File: src/rtl/maes_32bits_ks_ctrl_if.sv
// Handshake and control-strobe bundle between the masked AES control sequencer
// and the datapath/host around it. The sequencer side uses the master modport.
interface maes_32bits_ks_ctrl_if;
  logic [1:0] key_size;
  logic       valid_in;
  logic       in_ready;
  logic       cipher_valid;
  logic       out_ready;
  logic       busy;
  logic       global_init;
  logic       state_init;
  logic       kh_init;
  logic       rcon_rst;
  logic       state_enable;
  logic       state_en_MC;
  logic       enable_key_add;
  logic       kh_enable;
  logic       sbox_valid_in;
  logic       feed_sb_key;
  logic       rnd_req;
  logic       kh_sub_capture;
  logic [1:0] kh_sub_pos;
  logic       kh_rot;
  logic       rcon_update;
  logic       round_last;

  modport master (
    input  key_size, valid_in, out_ready,
    output in_ready, cipher_valid, busy, global_init, state_init, kh_init,
           rcon_rst, state_enable, state_en_MC, enable_key_add, kh_enable,
           sbox_valid_in, feed_sb_key, rnd_req, kh_sub_capture, kh_sub_pos,
           kh_rot, rcon_update, round_last
  );

  modport slave (
    output key_size, valid_in, out_ready,
    input  in_ready, cipher_valid, busy, global_init, state_init, kh_init,
           rcon_rst, state_enable, state_en_MC, enable_key_add, kh_enable,
           sbox_valid_in, feed_sb_key, rnd_req, kh_sub_capture, kh_sub_pos,
           kh_rot, rcon_update, round_last
  );
endinterface

File: src/rtl/maes_32bits_ks_ctrl.sv
// Control sequencer for a 32-bit masked AES-128/192/256 core. Issues column and
// one-round-ahead key-schedule SubWord requests into an SBOX_LAT-deep Sbox pipe.
module maes_32bits_ks_ctrl #(
  parameter int SBOX_LAT          = 2,
  parameter bit SUPPORT_WIDE_KEYS = 1'b1
) (
  input  logic                         clk,
  input  logic                         rst,
  maes_32bits_ks_ctrl_if.master        bus
);
  localparam int S_LAST = SBOX_LAT + 4;
  localparam int STEP_W = $clog2(S_LAST + 1);

  typedef enum logic [1:0] {IDLE, PREKEY, ROUND, DONE} state_t;

  state_t            state_reg;
  logic [STEP_W-1:0] step_reg;
  logic [3:0]        rnd_reg;
  logic [3:0]        kw_reg;    // (4*(rnd+1)) mod Nk: first key word of the next round
  logic [1:0]        ksel_reg;  // 0:AES-128 1:AES-192 2:AES-256

  logic [1:0] ksel_in;
  logic [3:0] nk, nr, kw_sum, kw_next;
  logic       in_ready_w, accept, last_round;
  logic       sub_hit, sub_rot;
  logic [1:0] sub_pos;
  logic       col_issue, key_issue, sub_capture, st_window;

  assign ksel_in = (SUPPORT_WIDE_KEYS && bus.key_size != 2'b11) ? bus.key_size : 2'b00;

  assign nk         = 4'd4 + {1'b0, ksel_reg, 1'b0};
  assign nr         = 4'd10 + {1'b0, ksel_reg, 1'b0};
  assign kw_sum     = kw_reg + 4'd4;
  assign kw_next    = (kw_sum >= nk) ? kw_sum - nk : kw_sum;
  assign last_round = (rnd_reg == nr);

  // Which word of the next round (if any) needs SubWord, derived from kw alone.
  always_comb begin
    sub_hit = 1'b0;
    sub_pos = 2'd0;
    sub_rot = 1'b1;
    case (ksel_reg)
      2'd0: sub_hit = 1'b1;
      2'd1: begin
        sub_hit = (kw_reg == 4'd0) || (kw_reg == 4'd4);
        sub_pos = (kw_reg == 4'd4) ? 2'd2 : 2'd0;
      end
      default: begin
        // word 4 of an AES-256 schedule is not a SubWord word, only 12, 20, ...
        sub_hit = (kw_reg == 4'd0) || (state_reg == ROUND);
        sub_rot = (kw_reg == 4'd0);
      end
    endcase
  end

  assign in_ready_w = !rst && (state_reg == IDLE || state_reg == DONE);
  assign accept     = bus.valid_in && in_ready_w;

  assign col_issue   = !rst && state_reg == ROUND && step_reg <= STEP_W'(3);
  assign key_issue   = !rst && sub_hit &&
                       ((state_reg == PREKEY && step_reg == '0) ||
                        (state_reg == ROUND && !last_round && step_reg == STEP_W'(4)));
  assign sub_capture = !rst && sub_hit &&
                       ((state_reg == PREKEY && step_reg == STEP_W'(SBOX_LAT)) ||
                        (state_reg == ROUND && !last_round && step_reg == STEP_W'(S_LAST)));
  assign st_window   = !rst && state_reg == ROUND &&
                       step_reg >= STEP_W'(SBOX_LAT) && step_reg <= STEP_W'(SBOX_LAT + 3);

  assign bus.in_ready       = in_ready_w;
  assign bus.cipher_valid   = !rst && state_reg == DONE;
  assign bus.busy           = !rst && (state_reg == PREKEY || state_reg == ROUND);
  assign bus.global_init    = accept;
  assign bus.state_init     = accept;
  assign bus.kh_init        = accept;
  assign bus.rcon_rst       = accept;
  assign bus.state_enable   = accept || st_window;
  assign bus.state_en_MC    = st_window && !last_round;
  assign bus.enable_key_add = st_window;
  assign bus.kh_enable      = accept || st_window;
  assign bus.sbox_valid_in  = col_issue || key_issue;
  assign bus.feed_sb_key    = key_issue && !col_issue;
  assign bus.rnd_req        = col_issue || key_issue;
  assign bus.kh_sub_capture = sub_capture;
  assign bus.kh_sub_pos     = (key_issue || sub_capture) ? sub_pos : 2'd0;
  assign bus.kh_rot         = (key_issue || sub_capture) && sub_rot;
  assign bus.rcon_update    = sub_capture && sub_rot;
  assign bus.round_last     = !rst && state_reg == ROUND && last_round;

  always_ff @(posedge clk) begin
    if (rst) begin
      state_reg <= IDLE;
      step_reg  <= '0;
      rnd_reg   <= '0;
      kw_reg    <= '0;
      ksel_reg  <= '0;
    end else begin
      case (state_reg)
        IDLE, DONE: begin
          if (accept) begin
            state_reg <= PREKEY;
            step_reg  <= '0;
            rnd_reg   <= '0;
            ksel_reg  <= ksel_in;
            kw_reg    <= (ksel_in == 2'd0) ? 4'd0 : 4'd4;
          end else if (state_reg == DONE && bus.out_ready) begin
            state_reg <= IDLE;
          end
        end
        PREKEY: begin
          if (step_reg == STEP_W'(SBOX_LAT)) begin
            state_reg <= ROUND;
            step_reg  <= '0;
            rnd_reg   <= 4'd1;
            kw_reg    <= kw_next;
          end else begin
            step_reg <= step_reg + 1'b1;
          end
        end
        ROUND: begin
          if (step_reg == STEP_W'(S_LAST)) begin
            step_reg <= '0;
            if (last_round) begin
              state_reg <= DONE;
            end else begin
              rnd_reg <= rnd_reg + 4'd1;
              kw_reg  <= kw_next;
            end
          end else begin
            step_reg <= step_reg + 1'b1;
          end
        end
        default: state_reg <= IDLE;
      endcase
    end
  end
endmodule

File: src/flat_wrapper.sv
// flat-port wrapper written by rule: the top's interface ports become plain ports
module maes_32bits_ks_ctrl_flat 
#(
  parameter int SBOX_LAT          = 2,
  parameter bit SUPPORT_WIDE_KEYS = 1'b1
)
  (clk, rst, bus_key_size, bus_valid_in, bus_out_ready, bus_in_ready, bus_cipher_valid, bus_busy, bus_global_init, bus_state_init, bus_kh_init, bus_rcon_rst, bus_state_enable, bus_state_en_MC, bus_enable_key_add, bus_kh_enable, bus_sbox_valid_in, bus_feed_sb_key, bus_rnd_req, bus_kh_sub_capture, bus_kh_sub_pos, bus_kh_rot, bus_rcon_update, bus_round_last);
  maes_32bits_ks_ctrl_if bus_i ();
  input  logic clk;
  input  logic rst;
  input wire logic [$bits(bus_i.key_size)-1:0] bus_key_size;
  input wire logic [$bits(bus_i.valid_in)-1:0] bus_valid_in;
  input wire logic [$bits(bus_i.out_ready)-1:0] bus_out_ready;
  output wire logic [$bits(bus_i.in_ready)-1:0] bus_in_ready;
  output wire logic [$bits(bus_i.cipher_valid)-1:0] bus_cipher_valid;
  output wire logic [$bits(bus_i.busy)-1:0] bus_busy;
  output wire logic [$bits(bus_i.global_init)-1:0] bus_global_init;
  output wire logic [$bits(bus_i.state_init)-1:0] bus_state_init;
  output wire logic [$bits(bus_i.kh_init)-1:0] bus_kh_init;
  output wire logic [$bits(bus_i.rcon_rst)-1:0] bus_rcon_rst;
  output wire logic [$bits(bus_i.state_enable)-1:0] bus_state_enable;
  output wire logic [$bits(bus_i.state_en_MC)-1:0] bus_state_en_MC;
  output wire logic [$bits(bus_i.enable_key_add)-1:0] bus_enable_key_add;
  output wire logic [$bits(bus_i.kh_enable)-1:0] bus_kh_enable;
  output wire logic [$bits(bus_i.sbox_valid_in)-1:0] bus_sbox_valid_in;
  output wire logic [$bits(bus_i.feed_sb_key)-1:0] bus_feed_sb_key;
  output wire logic [$bits(bus_i.rnd_req)-1:0] bus_rnd_req;
  output wire logic [$bits(bus_i.kh_sub_capture)-1:0] bus_kh_sub_capture;
  output wire logic [$bits(bus_i.kh_sub_pos)-1:0] bus_kh_sub_pos;
  output wire logic [$bits(bus_i.kh_rot)-1:0] bus_kh_rot;
  output wire logic [$bits(bus_i.rcon_update)-1:0] bus_rcon_update;
  output wire logic [$bits(bus_i.round_last)-1:0] bus_round_last;
  assign bus_i.key_size = bus_key_size;
  assign bus_i.valid_in = bus_valid_in;
  assign bus_i.out_ready = bus_out_ready;
  assign bus_in_ready = bus_i.in_ready;
  assign bus_cipher_valid = bus_i.cipher_valid;
  assign bus_busy = bus_i.busy;
  assign bus_global_init = bus_i.global_init;
  assign bus_state_init = bus_i.state_init;
  assign bus_kh_init = bus_i.kh_init;
  assign bus_rcon_rst = bus_i.rcon_rst;
  assign bus_state_enable = bus_i.state_enable;
  assign bus_state_en_MC = bus_i.state_en_MC;
  assign bus_enable_key_add = bus_i.enable_key_add;
  assign bus_kh_enable = bus_i.kh_enable;
  assign bus_sbox_valid_in = bus_i.sbox_valid_in;
  assign bus_feed_sb_key = bus_i.feed_sb_key;
  assign bus_rnd_req = bus_i.rnd_req;
  assign bus_kh_sub_capture = bus_i.kh_sub_capture;
  assign bus_kh_sub_pos = bus_i.kh_sub_pos;
  assign bus_kh_rot = bus_i.kh_rot;
  assign bus_rcon_update = bus_i.rcon_update;
  assign bus_round_last = bus_i.round_last;
  maes_32bits_ks_ctrl #(.SBOX_LAT(SBOX_LAT), .SUPPORT_WIDE_KEYS(SUPPORT_WIDE_KEYS)) u_core (.clk(clk), .rst(rst), .bus(bus_i));
endmodule
File: config.mk
export PLATFORM = sky130hd
export DESIGN_NAME = maes_32bits_ks_ctrl_flat
export DESIGN_NICKNAME = d
export VERILOG_FILES = /design/src/rtl/maes_32bits_ks_ctrl_if.sv /design/src/rtl/maes_32bits_ks_ctrl.sv /design/src/flat_wrapper.sv
export SDC_FILE = /design/constraint.sdc
export NUM_CORES = 1
export LEC_CHECK = 0
export CORE_AREA = 2 2 56 58
export CTS_CLUSTER_SIZE = 28
export DETAILED_ROUTE_END_ITERATION = 8
export DIE_AREA = 0 0 58 60
export PLACE_DENSITY = 0.7
export RECOVER_POWER = 25
export SKIP_CTS_REPAIR_TIMING = 1
export SYNTH_ARGS = -nofsm -noshare
export SYNTH_HDL_FRONTEND = slang
export SYNTH_SLANG_ARGS = --single-unit
File: constraint.sdc
create_clock -name clk -period 1.8 [get_ports clk]
set_input_delay 0.18 -clock clk [delete_from_list [all_inputs] [get_ports clk]]
set_output_delay 0.18 -clock clk [all_outputs]
set_load 0.01 [all_outputs]
==> flow_summary.ini, run 1 <==
[floorplanning]
die_y_um = 60
num_rows = 20
start_util_pct = 44.0
io_pins = 26
die_x_um = 58
die_area_sq_mm = 0.00348
core_region_area_sq_mm = 0.00290

[sta]
finClkSkew_ns = 0.00511
fmax_mhz = 465
slew_viol_final = 0
fin_ws_ns = -0.349
min_period_ns = 2.15
finalSetupTns_ns = -4.02
setup_violations = 22
hold_viol = 0
period_share_pct = 119
rsz0062_at_grt = yes

[clock_tree]
cts_root_buffer = clkbuf_4
cts.reportedPaths.clkPinSlew_ns = 0.11
clock_latency_ns = 0.29
cts_sinks = 14
clock_path_buffers = 2
htreeDepth = 1
cts_tree = built
cts_made_buffers = 3

[logic_synthesis]
synth_cell_type_count = 44
ys.flop_type = dfxtp_1
ys_seq_area_share_pct = 21.9
synth_top_area_share_pct = 21.9
yosys-top-cells-count = inv_1, ha_1, dfxtp_1, nand2_1, nor2_1
synthTopCellsByArea = dfxtp_1, ha_1, inv_1, nor2b_1, nand2_1
ys_seq_elements = 14
synth.most_common_cell = inv_1
syn_avg_cell_area_sq_um = 7.98
netlist_area_sq_mm = 0.00128
syn-instance-count = 160
synth-edff-count = 0
synth.largest_area_cell = dfxtp_1
async_flop_share_pct = 0
ys_warn_count = 0
synth_nets = 183

[min_path]
hp-start = u_core.state_reg[1]
hp-class = flop to flop
min_to = u_core.state_reg[1]
whs_path_depth = 2

[route]
drc = 0
ant_nets = 0
route.vias.total = 1478
drt-initial-drc-count = 87
wl_um = 4040
detail_route.vias_per_cell = 5.54
wl_per_cell_um = 15.1
drtPass1Iterations = 4

[layout]
largest_reg_flops = 4
fill_cells = 225
drive_gt1_share_pct = 48.3
multi_input_area_sq_mm = 0.00106
fin_nets = 258
area_growth_pct = 64.2
final-seq-area_sq_um = 290
num_antenna_cells = 0

[power]
p_clk_share_pct = 23.9
pwr-share-seq_pct = 31.7
combPwrFrac_pct = 44.4
internal-power_uw = 682
switchingPower_uw = 352
power_density_mw_per_mm2 = 493
static-leakage-power_uw = 0.00102
fin_total_pwr_uw = 1030
swShare_pct = 34.1
vdd_drop_max_mv = 0.384

[run_status]
status = finished, violations left
violations = negative setup slack

[global_route]
met3_usage_pct = 2.60
grtUsageTotal_pct = 23.3
grtUsageMet2_pct = 41.1
overflow = 0
grt_pass1_wl_um = 6310
antenna_found_initial = 0
gr-max-usage-layer = met2
grtUsageMet1_pct = 30.3
grt_pass1_vias = 1416
grt_max_degree = 14

[critical_path]
cp_max_fo = 6
rr_worst_depth = 8
cp_slowest_cell = dfxtp_4
r2r_slack_ns = -0.24
crit_path_start_kind = flop
criticalPathCategory = flop to output port
cp_data_required_time_ns = 1.62
crit_chain = ha_1 -> xor2_1 -> nand4b_1 -> buf_4 -> a31oi_4 -> o41ai_4 -> buf_2
slowest_delay_ns = 0.38
arrival_ns = 1.97
r2r-end = u_core.rnd_reg[0]
reg2reg_from = u_core.state_reg[1]
worst_setup_path_end_kind = output port

[placement]
dp_slack_ns = -0.367
dp_hpwl_um = 2960
gp_congestion = 0.858
portBuffers = 24

[run]
max-cap-violations = 0
-- worst max-delay path: cells and delay by family, from the launching register on --
kind	cells	cell delay [ns]
compound gates	2	0.37
xor+xnor	1	0.23
fa+ha+maj	1	0.21
buf+inv	2	0.32
flops	1	0.38
simple gates	1	0.17
-- stage by stage --
step	hold WS, ns	instance area, sq um	utilization (%)	instances
2_1_floorplan	0.363	1390	-	160
4_1_cts	0.555	2030	69.8	262
6_report	0.563	2100	72.2	267
3_5_place_dp	0.538	1990	68.5	258
5_1_grt	0.594	2100	72.2	267
3_3_place_gp	0.516	1990	68.5	258
-- cells by family after synthesis --
group           after synthesis  synth area share (%)
simple gates                 54                  22.3
compound gates               35                  19.9
buf+inv                      29                  10.9
fa+ha+maj                    17                  17.2
flops                        14                  21.9
xor+xnor                      5                  3.43
mux                           5                  4.02
other cells                   1                 0.294
-- per-layer routing --
layer	routed length [um]	share of wire, %	vias up
li1	-	-	714
met1	1700	42	700
met2	2040	51	60
met3	256	6.3	4
met4	37	0.92	0
met5	0	0	-
-- how the worst max path moves through the flow --
| stage | start | endpoint | slack (ns) |
|---|---|---|---|
| after floorplan | u_core.ksel_reg[1] | u_core.state_reg[0] | -0.006 |
| after CTS | u_core.kw_reg[3] | bus_rcon_update | -0.71 |
| final | u_core.ksel_reg[0] | bus_rnd_req | -0.35 |
| after global routing | u_core.ksel_reg[0] | bus_rnd_req | -0.43 |
| after detailed placement | u_core.ksel_reg[1] | bus_rnd_req | -0.37 |
| after global placement | rst | bus_rcon_update | -0.34 |
-- cells in the final DEF (no fill, tap or decap), drive strengths merged, types with 2 or more instances in the layout --
master / netlist / layout
a211oi: 3 / 3
a21o: 2 / 2
a21oi: 4 / 4
a221oi: 2 / 2
a31oi: 5 / 5
buf: 7 / 62
clkbuf: 3 / 13
clkdlybuf4s50: 0 / 5
dfxtp: 14 / 14
dlymetal6s2s: 0 / 4
ha: 16 / 16
inv: 19 / 19
mux2i: 4 / 4
nand2: 14 / 14
nand3: 2 / 2
nor2: 12 / 12
nor2b: 10 / 10
nor3: 3 / 3
nor4: 2 / 2
o21ai: 5 / 5
o311ai: 2 / 2
o31ai: 5 / 5
o32ai: 2 / 2
xnor2: 2 / 2
xor2: 3 / 3
-- power groups by stage --
stage / Combinational, uW / Sequential (uW) / Clock [uW]
global placement: 384 / 335 / 0
finish: 459 / 328 / 247
global route: 496 / 329 / 264
detailed placement: 397 / 335 / 0
floorplan: 229 / 336 / 0
CTS: 400 / 328 / 251
-- cell type report --
class,instances,share of cell area (%)
clock buffer,4,1.73
timing repair buffer,80,28.4
tap,33,1.97
sequential,14,13.8
multi-input combinational,117,50.4
inverter,19,3.64
No activity file was read; power rests on OpenSTA's default activity.
==> run 2: changes to the inputs <==
- PLACE_DENSITY: 0.7 -> 0.73
==> run 2 against run 1 <==
The run still ends with negative setup slack left. Sequential share of layout area fell by 0.74 points. Critical path depth did not move. Setup slack got worse by 0.065 ns. Die area did not move. Non-clock buffer count rose by 5. Hold slack got worse by 0.21 ns. Largest power group unchanged. Highest routed layer unchanged.
==> flow_summary.ini, run 2 (same netlist as run 1, synthesis figures left out) <==
[critical_path]
rr_worst_depth = 7
arrival_ns = 2.03
crit_chain = buf_4 -> ha_2 -> nor2b_1 -> a31oi_4 -> buf_12 -> nor4_2 -> buf_2
crit_path_start = u_core.state_reg[0]
slowest_delay_ns = 0.38
crit_path_start_kind = flop
reg2reg_from = u_core.ksel_reg[0]
cp_data_required_time_ns = 1.62
worst_setup_path_end_kind = output port
r2r_slack_ns = -0.20
cp_max_fo = 4
r2r-end = u_core.state_reg[0]
criticalPathCategory = flop to output port
cp_slowest_cell = dfxtp_1

[layout]
area_growth_pct = 76.4
fin_nets = 263
num_antenna_cells = 0
fin_util_pct = 77.6
fin_cells = 271
largest_reg_flops = 4
final_common_cell = buf_4
drive_gt1_share_pct = 54.6
design_area_sq_mm = 0.00225
final_cell_mix = buf_4, inv_1, nand2_1
fill_cells = 195

[run_status]
status = finished, violations left
violations = negative setup slack

[sta]
fmax_mhz = 452
min_period_ns = 2.21
rsz0062_at_grt = yes
finalSetupTns_ns = -3.82
setup_violations = 23
period_share_pct = 123
slew_viol_final = 0
finClkSkew_ns = 0.0103
fin_ws_ns = -0.414
hold_viol = 0

[route]
detail_route.vias_per_cell = 5.65
route.vias.total = 1532
drtPass1Iterations = 4
wl_um = 4810
ant_nets = 0
wl_per_cell_um = 17.8
drc = 0
drt-initial-drc-count = 62

[floorplanning]
die_y_um = 60
io_pins = 26
num_rows = 20
core_region_area_sq_mm = 0.00290
start_util_pct = 44.0
die_x_um = 58
die_area_sq_mm = 0.00348

[clock_tree]
cts_sinks = 14
clock_latency_ns = 0.31
clock_path_buffers = 2
htreeDepth = 1
cts.reportedPaths.clkPinSlew_ns = 0.10
cts_made_buffers = 3
cts_tree = built
cts_root_buffer = clkbuf_4

[power]
static-leakage-power_uw = 0.00107
power_density_mw_per_mm2 = 466
vdd_drop_max_mv = 0.576

[min_path]
hp-start = rst
whs_path_depth = 3
hp-class = primary input to flop
min_to = u_core.rnd_reg[1]

[global_route]
grtUsageTotal_pct = 24.4
antenna_found_initial = 0
overflow = 0
grt_max_degree = 10
grt_pass1_vias = 1431
grt_pass1_wl_um = 6490

[placement]
dp_hpwl_um = 3160
placedInstanceArea_sq_mm = 0.00200
dp_slack_ns = -0.488
gp_congestion = 0.863
portBuffers = 24
dp_cells = 259

[run]
max-cap-violations = 0
run 2: layer usage:
metal / wire length [um] / track usage (%) / vias to the layer above
li1: - / - / 719
met1: 1990 / 28.4 / 741
met2: 2450 / 45.8 / 61
met3: 264 / 3.25 / 11
met4: 111 / 7.97 / 0
met5: 0 / 0 / -
run 2: worst max path at each step:
stage	endpoint	slack (ns)	cells past startpoint
floorplan	u_core.state_reg[0]	-0.006	6
global route	bus_kh_rot	-0.52	8
finish	bus_kh_rot	-0.41	7
detailed placement	bus_feed_sb_key	-0.49	7
global placement	bus_rnd_req	-0.37	7
CTS	bus_feed_sb_key	-0.80	7
run 2: layout make-up:
cell class / instances / area, sq um / share of cell area [%]
sequential: 14 / 295 / 13.1
tap: 33 / 41.3 / 1.83
timing repair buffer: 85 / 669 / 29.7
clock buffer: 3 / 22.5 / 0.999
multi-input combinational: 117 / 1150 / 50.9
inverter: 19 / 78.8 / 3.50
run 2: through the flow:
stage,hold WS (ns),power (uW)
2_1_floorplan,0.363,565
3_3_place_gp,0.457,716
3_5_place_dp,0.462,738
4_1_cts,0.477,927
5_1_grt,0.343,1100
6_report,0.352,1050
run 2: critical path, delay by kind of cell (launching register included):
| family | cells | cell delay (ns) |
|---|---|---|
| fa+ha+maj | 1 | 0.27 |
| simple gates | 2 | 0.52 |
| buf+inv | 3 | 0.48 |
| compound gates | 1 | 0.08 |
| flops | 1 | 0.38 |
run 2: power by group:
| group | switching, uW | internal [uW] | leakage, uW |
|---|---|---|---|
| registers | 10.6 | 317 | 0.000117 |
| clock network | 127 | 78.4 | 0.0000138 |
| logic | 247 | 270 | 0.000935 |
| total | 385 | 666 | 0.00107 |
